### src/rtl/score_display_tracker.sv
// Score/high-score BCD tracker with hit-streak timeout; streams the current
// score to the text display as a fixed-length ASCII frame, MSD first.
module score_display_tracker #(
  parameter int NUM_DIGITS     = 5,
  parameter int STREAK_TIMEOUT = 13_500_000,
  parameter int STREAK_W       = 8
) (
  input  logic                    clk,
  input  logic                    reset,
  input  logic                    score,
  input  logic                    hit,
  input  logic                    song_end,
  output logic [4*NUM_DIGITS-1:0] score_bcd,
  output logic [4*NUM_DIGITS-1:0] high_bcd,
  output logic                    new_high,
  output logic [STREAK_W-1:0]     streak,
  output logic [7:0]              ascii_data,
  output logic                    ascii_valid,
  input  logic                    ascii_ready,
  output logic                    ascii_last
);

  localparam int SW = 4 * NUM_DIGITS;
  localparam int IW = (NUM_DIGITS > 1) ? $clog2(NUM_DIGITS) : 1;
  localparam int TW = (STREAK_TIMEOUT > 2) ? $clog2(STREAK_TIMEOUT) : 1;

  localparam logic [TW-1:0] TO_LAST   = TW'(STREAK_TIMEOUT - 1);
  localparam logic [TW-1:0] TO_PRE    = TW'(STREAK_TIMEOUT - 2);
  localparam logic [SW-1:0] SCORE_MAX = {NUM_DIGITS{4'h9}};
  localparam logic [IW-1:0] IDX_MSD   = IW'(NUM_DIGITS - 1);

  localparam logic [0:0] ST_IDLE = 1'b0;
  localparam logic [0:0] ST_SEND = 1'b1;

  logic [SW-1:0]       score_q, score_d;
  logic [SW-1:0]       high_q, high_d;
  logic                new_high_q, new_high_d;
  logic [STREAK_W-1:0] streak_q, streak_d;
  logic [TW-1:0]       tcnt_q, tcnt_d;
  logic                pending_q, pending_d;
  logic [0:0]          state_q, state_d;
  logic [IW-1:0]       idx_q, idx_d;
  logic [SW-1:0]       snap_q, snap_d;
  logic [7:0]          ascii_data_q, ascii_data_d;
  logic                ascii_valid_q, ascii_valid_d;
  logic                ascii_last_q, ascii_last_d;

  logic [SW-1:0] score_inc;
  logic [SW-1:0] score_next;
  logic          carry;
  logic          score_changed;
  logic [3:0]    digit;

  // Score, high score and streak; a score pulse in the song_end cycle counts before the commit.
  always_comb begin
    score_inc = score_q;
    carry     = 1'b1;
    for (int i = 0; i < NUM_DIGITS; i++) begin
      if (carry) begin
        if (score_q[i*4 +: 4] == 4'd9) begin
          score_inc[i*4 +: 4] = 4'd0;
        end else begin
          score_inc[i*4 +: 4] = score_q[i*4 +: 4] + 4'd1;
          carry               = 1'b0;
        end
      end
    end
    score_next = (score && (score_q != SCORE_MAX)) ? score_inc : score_q;

    score_d    = score_next;
    high_d     = high_q;
    new_high_d = new_high_q;
    streak_d   = streak_q;
    tcnt_d     = tcnt_q;

    if (song_end) begin
      score_d = '0;
      if (score_next > high_q) begin
        high_d     = score_next;
        new_high_d = 1'b1;
      end else begin
        new_high_d = 1'b0;
      end
    end else if (score) begin
      new_high_d = 1'b0;
    end

    if (hit && !song_end) begin
      tcnt_d = '0;
      if (streak_q != {STREAK_W{1'b1}}) streak_d = streak_q + STREAK_W'(1);
    end else begin
      if (tcnt_q >= TO_PRE) begin
        tcnt_d   = TO_LAST;
        streak_d = '0;
      end else begin
        tcnt_d = tcnt_q + TW'(1);
      end
      if (song_end) streak_d = '0;
    end

    score_changed = (score_d != score_q);
  end

  // Frame sequencer: the snapshot is frozen for the whole frame, and a pending
  // change at the final beat starts the next frame without a gap.
  always_comb begin
    state_d   = state_q;
    idx_d     = idx_q;
    snap_d    = snap_q;
    pending_d = pending_q | score_changed;

    case (state_q)
      ST_IDLE: begin
        if (pending_q) begin
          snap_d    = score_q;
          idx_d     = IDX_MSD;
          state_d   = ST_SEND;
          pending_d = score_changed;
        end
      end
      ST_SEND: begin
        if (ascii_valid_q && ascii_ready) begin
          if (idx_q == '0) begin
            if (pending_q) begin
              snap_d    = score_q;
              idx_d     = IDX_MSD;
              pending_d = score_changed;
            end else begin
              state_d = ST_IDLE;
            end
          end else begin
            idx_d = idx_q - IW'(1);
          end
        end
      end
      default: state_d = ST_IDLE;
    endcase

    digit = 4'd0;
    for (int i = 0; i < NUM_DIGITS; i++) begin
      if (idx_d == IW'(i)) digit = snap_d[i*4 +: 4];
    end
    ascii_valid_d = (state_d == ST_SEND);
    ascii_data_d  = ascii_valid_d ? (8'h30 + {4'h0, digit}) : 8'h00;
    ascii_last_d  = ascii_valid_d && (idx_d == '0);
  end

  always_ff @(posedge clk) begin
    if (reset) begin
      score_q       <= '0;
      high_q        <= '0;
      new_high_q    <= 1'b0;
      streak_q      <= '0;
      tcnt_q        <= '0;
      pending_q     <= 1'b0;
      state_q       <= ST_IDLE;
      idx_q         <= '0;
      snap_q        <= '0;
      ascii_data_q  <= '0;
      ascii_valid_q <= 1'b0;
      ascii_last_q  <= 1'b0;
    end else begin
      score_q       <= score_d;
      high_q        <= high_d;
      new_high_q    <= new_high_d;
      streak_q      <= streak_d;
      tcnt_q        <= tcnt_d;
      pending_q     <= pending_d;
      state_q       <= state_d;
      idx_q         <= idx_d;
      snap_q        <= snap_d;
      ascii_data_q  <= ascii_data_d;
      ascii_valid_q <= ascii_valid_d;
      ascii_last_q  <= ascii_last_d;
    end
  end

  assign score_bcd   = score_q;
  assign high_bcd    = high_q;
  assign new_high    = new_high_q;
  assign streak      = streak_q;
  assign ascii_data  = ascii_data_q;
  assign ascii_valid = ascii_valid_q;
  assign ascii_last  = ascii_last_q;

endmodule

### config.mk
export PLATFORM = sky130hd
export DESIGN_NAME = score_display_tracker
export DESIGN_NICKNAME = d
export VERILOG_FILES = /design/src/rtl/score_display_tracker.sv
export SDC_FILE = /design/constraint.sdc
export NUM_CORES = 1
export LEC_CHECK = 0
export BUFFER_PORTS_ARGS = -buffer_cell sky130_fd_sc_hd__buf_2
export CAP_MARGIN = 20
export CORE_ASPECT_RATIO = 1.1
export CORE_UTILIZATION = 45
export DETAILED_ROUTE_END_ITERATION = 7
export SKIP_LAST_GASP = 1
export SYNTH_ARGS = -nofsm -noshare
export SYNTH_HDL_FRONTEND = slang
export SYNTH_SLANG_ARGS = --single-unit
### constraint.sdc
create_clock -name clk -period 10.56 [get_ports clk]
set_input_delay 0.528 -clock clk [delete_from_list [all_inputs] [get_ports clk]]
set_output_delay 0.528 -clock clk [all_outputs]
set_load 0.05 [all_outputs]
After elaboration in Yosys (flattened, before gate mapping)

Cells that the tools add are included.

Bitwise operators: 3
$mul: 0
Shift operators: 0
Eq/ne operators: 13
Div/mod/pow operators: 0
Order comparisons: 2
Mux-type cells: 47
Reductions and logical operators: 14
$add $sub $neg: 9

Operators with widths:

| cell                                                                   | number |
|---|---|
| 20-bit two-way mux                                                     | 5 |
| 4-bit two-way mux                                                      | 14 |
| 20-bit case mux with 2 select lines                                    | 1 |
| 8-bit two-way mux                                                      | 4 |
| 24-bit by 1-bit adder with 24-bit output (second input constant)       | 1 |
| 24-bit >= comparator (second input constant)                           | 1 |
| 24-bit two-way mux                                                     | 1 |
| 4-bit by 1-bit adder with 4-bit output (second input constant)         | 5 |
| 4-bit equality test (second input constant)                            | 5 |
| 20-bit > comparator                                                    | 1 |
| 20-bit inequality test                                                 | 1 |
| 20-bit inequality test (second input constant)                         | 1 |
| 1-bit two-way mux                                                      | 16 |
| 3-bit two-way mux                                                      | 3 |
| 8-bit by 1-bit adder with 8-bit output (second input constant)         | 1 |
| 8-bit inequality test (second input constant)                          | 1 |
| 6-bit by 4-bit adder with 7-bit output (first input constant)          | 1 |
| 3-bit by 2-bit equality test with 1-bit output (second input constant) | 2 |
| 3-bit logical NOT                                                      | 2 |
| 3-bit case mux with 2 select lines                                     | 1 |
| 1-bit logical AND                                                      | 4 |
| 1-bit case mux with 2 select lines                                     | 2 |
| 2-bit AND reduction                                                    | 2 |
| 2-bit OR reduction                                                     | 2 |
| other kinds (10)                                                       | 11 |

Logic and storage cells: 100
Bits in read-only memories: 0
Memory bits (writable): 0
Input port bits: 6
Output and inout port bits: 59
Latch bits: 0
Memories: 0
Register bits: 107

Depth between registers and ports, before layout

Depth in word-level cells: 14
Gate-level depth with buffers: 17
Gate-level depth less buffers: 14

Worst setup path after synthesis

OpenSTA, ideal clock, no wires.

Kind: flip-flop to flip-flop
From: register score_q[0] (netlist: score_bcd[0])
To: register high_q[17] (netlist: high_bcd[17])
Data required time: 10.439 ns
Path slack: 6.618 ns
Library setup time: 0.121 ns
Stages on the path, launching flop included: 15
Path buffers: 1
Clock period less this slack: 3.942 ns
Data arrival time: 3.822 ns
Path through: dfxtp_1 > ha_1 > nand4b_1 > nor4_1 > nand2_1 > xnor2_1 > inv_1 > ha_1 > nand4_1 > nor3_1 > nand2_1 > o21bai_1 > a31oi_1 > buf_2 > mux2_2

Longest elaborated chain between the ends: 9
Elaborated cells on any way between the ends: 16
Classes of those cells: add/sub (1); order compare (1); eq/ne (2); mux (10); reduce/logical (2)

RTL lines:

| element                                  | RTL line | RTL |
|---|---|---|
| from (decl)                              | 35       | `logic [SW-1:0] score_q, score_d;` |
| from (signal assigned)                   | 163      | `score_q <= score_d;` |
| 4-bit equality test                      | 60       | `if (score_q[i*4 +: 4] == 4'd9) begin` |
| 1-bit two-way mux                        | 60       |  |
| 1-bit two-way mux (3 in series)          | 59       | `if (carry) begin` |
| 4-bit two-way mux                        | 59       |  |
| 20-bit two-way mux (*)                   | 68       | `score_next = (score && (score_q != SCORE_MAX)) ? score_inc : score_q;` |
| net score_next[18]                       | 49       | `logic [SW-1:0] score_next;` |
| 20-bit > comparator (*)                  | 78       | `if (score_next > high_q) begin` |
| 2-bit AND reduction (no source line) (*) | n/a      |  |
| to (signal assigned)                     | 164      | `high_q <= high_d;` |
| to (decl)                                | 36       | `logic [SW-1:0] high_q, high_d;` |

The timed path passes the listed nets; every way through them passes the cells marked *.
A chain may end at the register's enable or synchronous reset.

Final worst setup path

From: register score_q[0] (netlist: score_bcd[0])
To: register high_q[11] (netlist: high_bcd[11])

The elaborated chain is that of the path after synthesis.

==> key figures <==
Floorplan
  • Die Ht: 121 µm
  • Die X-Extent: 110 µm
  • Area of the die: 0.0134 mm²
  • CORE AREA: 0.0126 mm²
  • Initial core utilization: 0.462
  • Row count: 43
  • # IOs: 65

Route
  • Total number of vias: 5,234
  • Vias/cell: 5.67
  • 1st-iter DRT viols: 289
  • Post-route ant nets: 0
  • Wire length per cell: 16.0 µm
  • # DRC: 0
  • Initial DRT Pass Iterations: 5
  • Final WL: 14,800 µm

Power
  • Logic pwr share: 0.087
  • Pwr Total: 0.000783 W
  • NetSw: 0.000200 W
  • VDD IR max: 0.0949 mV
  • Power Dens Cells: 121 mW/mm²
  • Clock power share: 0.401
  • Leakage: 2.64 nW
  • Sw frac: 0.255
  • P_int: 0.000584 W
  • Sequential share of power: 0.512

Timing
  • Slew Limit Fails: 0
  • Rel. slew slack: 0.371
  • Max Clock Skew: 0.00544 ns
  • Setup WS post-layout: 6.17 ns
  • Final Hold Viols: 0
  • Final Cycle Share: 0.415
  • Min Hold Slack: 0.452 ns
  • Setup_tns: 0 ns
  • Setup violators final: 0
  • Min cycle time layout: 4.39 ns
  • Fmax: 0.228 GHz
  • RSZ-0062 raised after global routing: no
  • Slew @ Worst Pin: 0.936 ns

Hold path
  • HP Class: register to register

Place
  • Detailed Place HPWL: 10,900 µm
  • Dpl ws: 6.25 ns
  • GP Congestion: 0.903
  • Port Buffers: 62

Clocking
  • Longest Clk Path Bufs: 2
  • Hold buffer count at CTS: 0
  • Post-CTS Resized: 0
  • Reg clk slew, reported paths: 0.07 ns
  • TritonCTS clock tree: built
  • Root buffer cell: clkbuf_16
  • CTS Buf Count: 9
  • # H-tree levels: 3
  • Post-CTS Repair Setup Buffers: 0
  • Worst skew pair latency: 0.35 ns
  • TritonCTS Sinks: 104

Yosys
  • Post-synth cell types: 65
  • Proportion of synthesized flip-flops having asynchronous set or reset: 0
  • Mapped Cells: 723
  • YS warnings: 0
  • Sequential fraction of the synthesis area: 0.358
  • Post-synth top flop: dfxtp_1
  • EDFF count, synth: 0
  • Yosys reg bits: 104
  • Synthesized cell area: 0.00582 mm²
  • Syn_area_per_cell: 8.05 µm²

Critical path
  • Critical Path Source Type: register
  • R2R Setup Slk: 6.17 ns
  • CP Capture Type: register
  • R2R depth: 14
  • Data required time of the worst path: 10.80 ns
  • CP Data Arrival Time: 4.63 ns
  • Source of the critical timing path: score_bcd[0]
  • Critical path type: register to register
  • Crit path to: high_bcd[11]
  • Worst R2R End: high_bcd[11]
  • Maximum fanout along the worst path: 15
  • Worst r2r src: score_bcd[0]

Final layout
  • Most frequent cells in the layout: dfxtp_1 (104), nor2_1 (78), nand2_1 (66), buf_2 (62), a21oi_1 (60)
  • Antenna Cells: 0
  • Most common cell after layout, fill and taps aside: dfxtp_1
  • Fillers: 1,279
  • Multi-input logic area: 0.00340 mm²
  • Sequential Area: 0.00208 mm²
  • Nets: 800
  • Layout cell share with drive strength beyond 1: 0.150
  • Layout area overhead: 11.2%

Flow run
  • Max-Cap Viols: 0

Global routing
  • Tot GR Track Use: 0.226
  • GR Overflow Total: 0
  • First-pass GRT wire length: 24,200 µm
  • Initial antenna violation count: 0
  • Largest net degree at the start of global routing: 71
  • Number of global-route vias before repair: 4,865

Outcome
  • Status: completed
-- sequential cells by signal, summed over array words and instances, names as in the netlist --
signal,flops
idx_q,3
ascii_data,5
streak,8
tcnt_q,24
new_high,1
ascii_valid,1
snap_q,20
score_bcd,20
high_bcd,20
pending_q,1
ascii_last,1
-- cell usage after synthesis (2+ instances only) --
| library cell | count | area share |
|---|---|---|
| o21ai_0 | 23 | 0.020 |
| or2_2 | 3 | 0.0032 |
| a311oi_1 | 2 | 0.0030 |
| and3b_1 | 4 | 0.0060 |
| nand3_1 | 31 | 0.027 |
| o22ai_1 | 2 | 0.0021 |
| a21boi_0 | 6 | 0.0077 |
| a31o_2 | 8 | 0.012 |
| clkbuf_1 | 26 | 0.017 |
| buf_2 | 7 | 0.0060 |
| o211ai_1 | 7 | 0.0090 |
| o2111ai_1 | 2 | 0.0030 |
| o21a_1 | 4 | 0.0052 |
| nor3_1 | 10 | 0.0086 |
| a21oi_1 | 60 | 0.052 |
| xor2_1 | 15 | 0.023 |
| nor3b_1 | 2 | 0.0026 |
| nand2_1 | 66 | 0.043 |
| mux2_2 | 18 | 0.035 |
| buf_1 | 3 | 0.0019 |
| nand2b_1 | 18 | 0.019 |
| nand4b_1 | 2 | 0.0030 |
| nand3b_1 | 6 | 0.0077 |
| xnor2_1 | 10 | 0.015 |
| a31oi_1 | 10 | 0.011 |
| or4_1 | 3 | 0.0039 |
| nor2b_1 | 7 | 0.0075 |
| mux2i_1 | 10 | 0.017 |
| inv_1 | 48 | 0.031 |
| nor2_1 | 78 | 0.050 |
| a221oi_1 | 2 | 0.0030 |
| nor4_1 | 7 | 0.0075 |
| and2_1 | 9 | 0.0097 |
| dfxtp_1 | 104 | 0.36 |
| a2bb2oi_1 | 3 | 0.0045 |
| or3_1 | 6 | 0.0064 |
| o31ai_1 | 8 | 0.010 |
| a21o_1 | 6 | 0.0077 |
| and3_1 | 15 | 0.016 |
| buf_4 | 3 | 0.0039 |
| ha_1 | 33 | 0.071 |
| nand4_1 | 13 | 0.014 |
-- critical path, stage by stage (launching register included) --
cell and delay [ns]:
dfxtp_1 0.55, ha_1 0.28, nand4b_1 0.25, nor4_1 0.59
nand2_1 0.17, xnor2_1 0.29, inv_1 0.08, ha_1 0.30
nand4_1 0.13, nor3_1 0.27, nand2_1 0.10, o21bai_1 0.17
a31oi_2 0.38, buf_4 0.34, mux2_2 0.36
-- metrics by stage --
| step | utilization | cell area (µm²) | cells |
|---|---|---|---|
| 2_1_floorplan | - | 5820 | 724 |
| 6_report | 0.514 | 6470 | 923 |
| 5_1_grt | 0.514 | 6470 | 923 |
| 4_1_cts | 0.513 | 6460 | 922 |
| 3_5_place_dp | 0.491 | 6190 | 906 |
| 3_3_place_gp | 0.491 | 6190 | 906 |
-- power groups by stage --
stage	clock [W]	sequential (W)	combinational (W)
after global routing	0.000337	0.000401	0.0000743
after global placement	0	0.000409	0.0000679
after floorplan	0	0.000418	0.0000449
final	0.000314	0.000401	0.0000684
after detailed placement	0	0.000410	0.0000682
after CTS	0.000322	0.000401	0.0000685
-- final cells by class --
cell class | instances | area share
multi-input cells | 532 | 0.525
flip-flops and latches | 104 | 0.322
repair buffers | 65 | 0.0514
clock buffers | 12 | 0.0381
well taps | 157 | 0.0304
inverters | 49 | 0.0284
clock inverters | 4 | 0.00464
-- layer usage --
layer,GRT usage,part of all wire
met1,0.299,0.47
met2,0.357,0.45
met3,0.0549,0.059
met4,0.0842,0.025
met5,0,0
-- worst min path at each step --
| stage | depth (start not counted) | start | slack [ns] | endpoint |
|---|---|---|---|---|
| finish | 2 | snap_q[3] | 0.45 | snap_q[3] |
| global route | 2 | snap_q[2] | 0.48 | snap_q[2] |
| CTS | 2 | snap_q[5] | 0.45 | snap_q[5] |
| detailed placement | 2 | snap_q[5] | 0.45 | snap_q[5] |
| global placement | 2 | snap_q[8] | 0.44 | snap_q[8] |
| floorplan | 2 | snap_q[0] | 0.43 | snap_q[0] |
-- cell families (layout without fill, tap and decap cells) --
| family | after synthesis | count (layout) | share of synthesized area |
|---|---|---|---|
| buffers and inverters | 88 | 130 | 0.0602 |
| flip-flops | 104 | 104 | 0.358 |
| adder cells (fa/ha/maj) | 33 | 33 | 0.0709 |
| AND/OR/NAND/NOR | 288 | 288 | 0.249 |
| AO/OA/AOI/OAI | 156 | 156 | 0.172 |
| other | 1 | 2 | 0.000644 |
| multiplexers | 28 | 28 | 0.0520 |
| XOR/XNOR | 25 | 25 | 0.0376 |
Note: power is estimated with default switching activity, not from simulation.
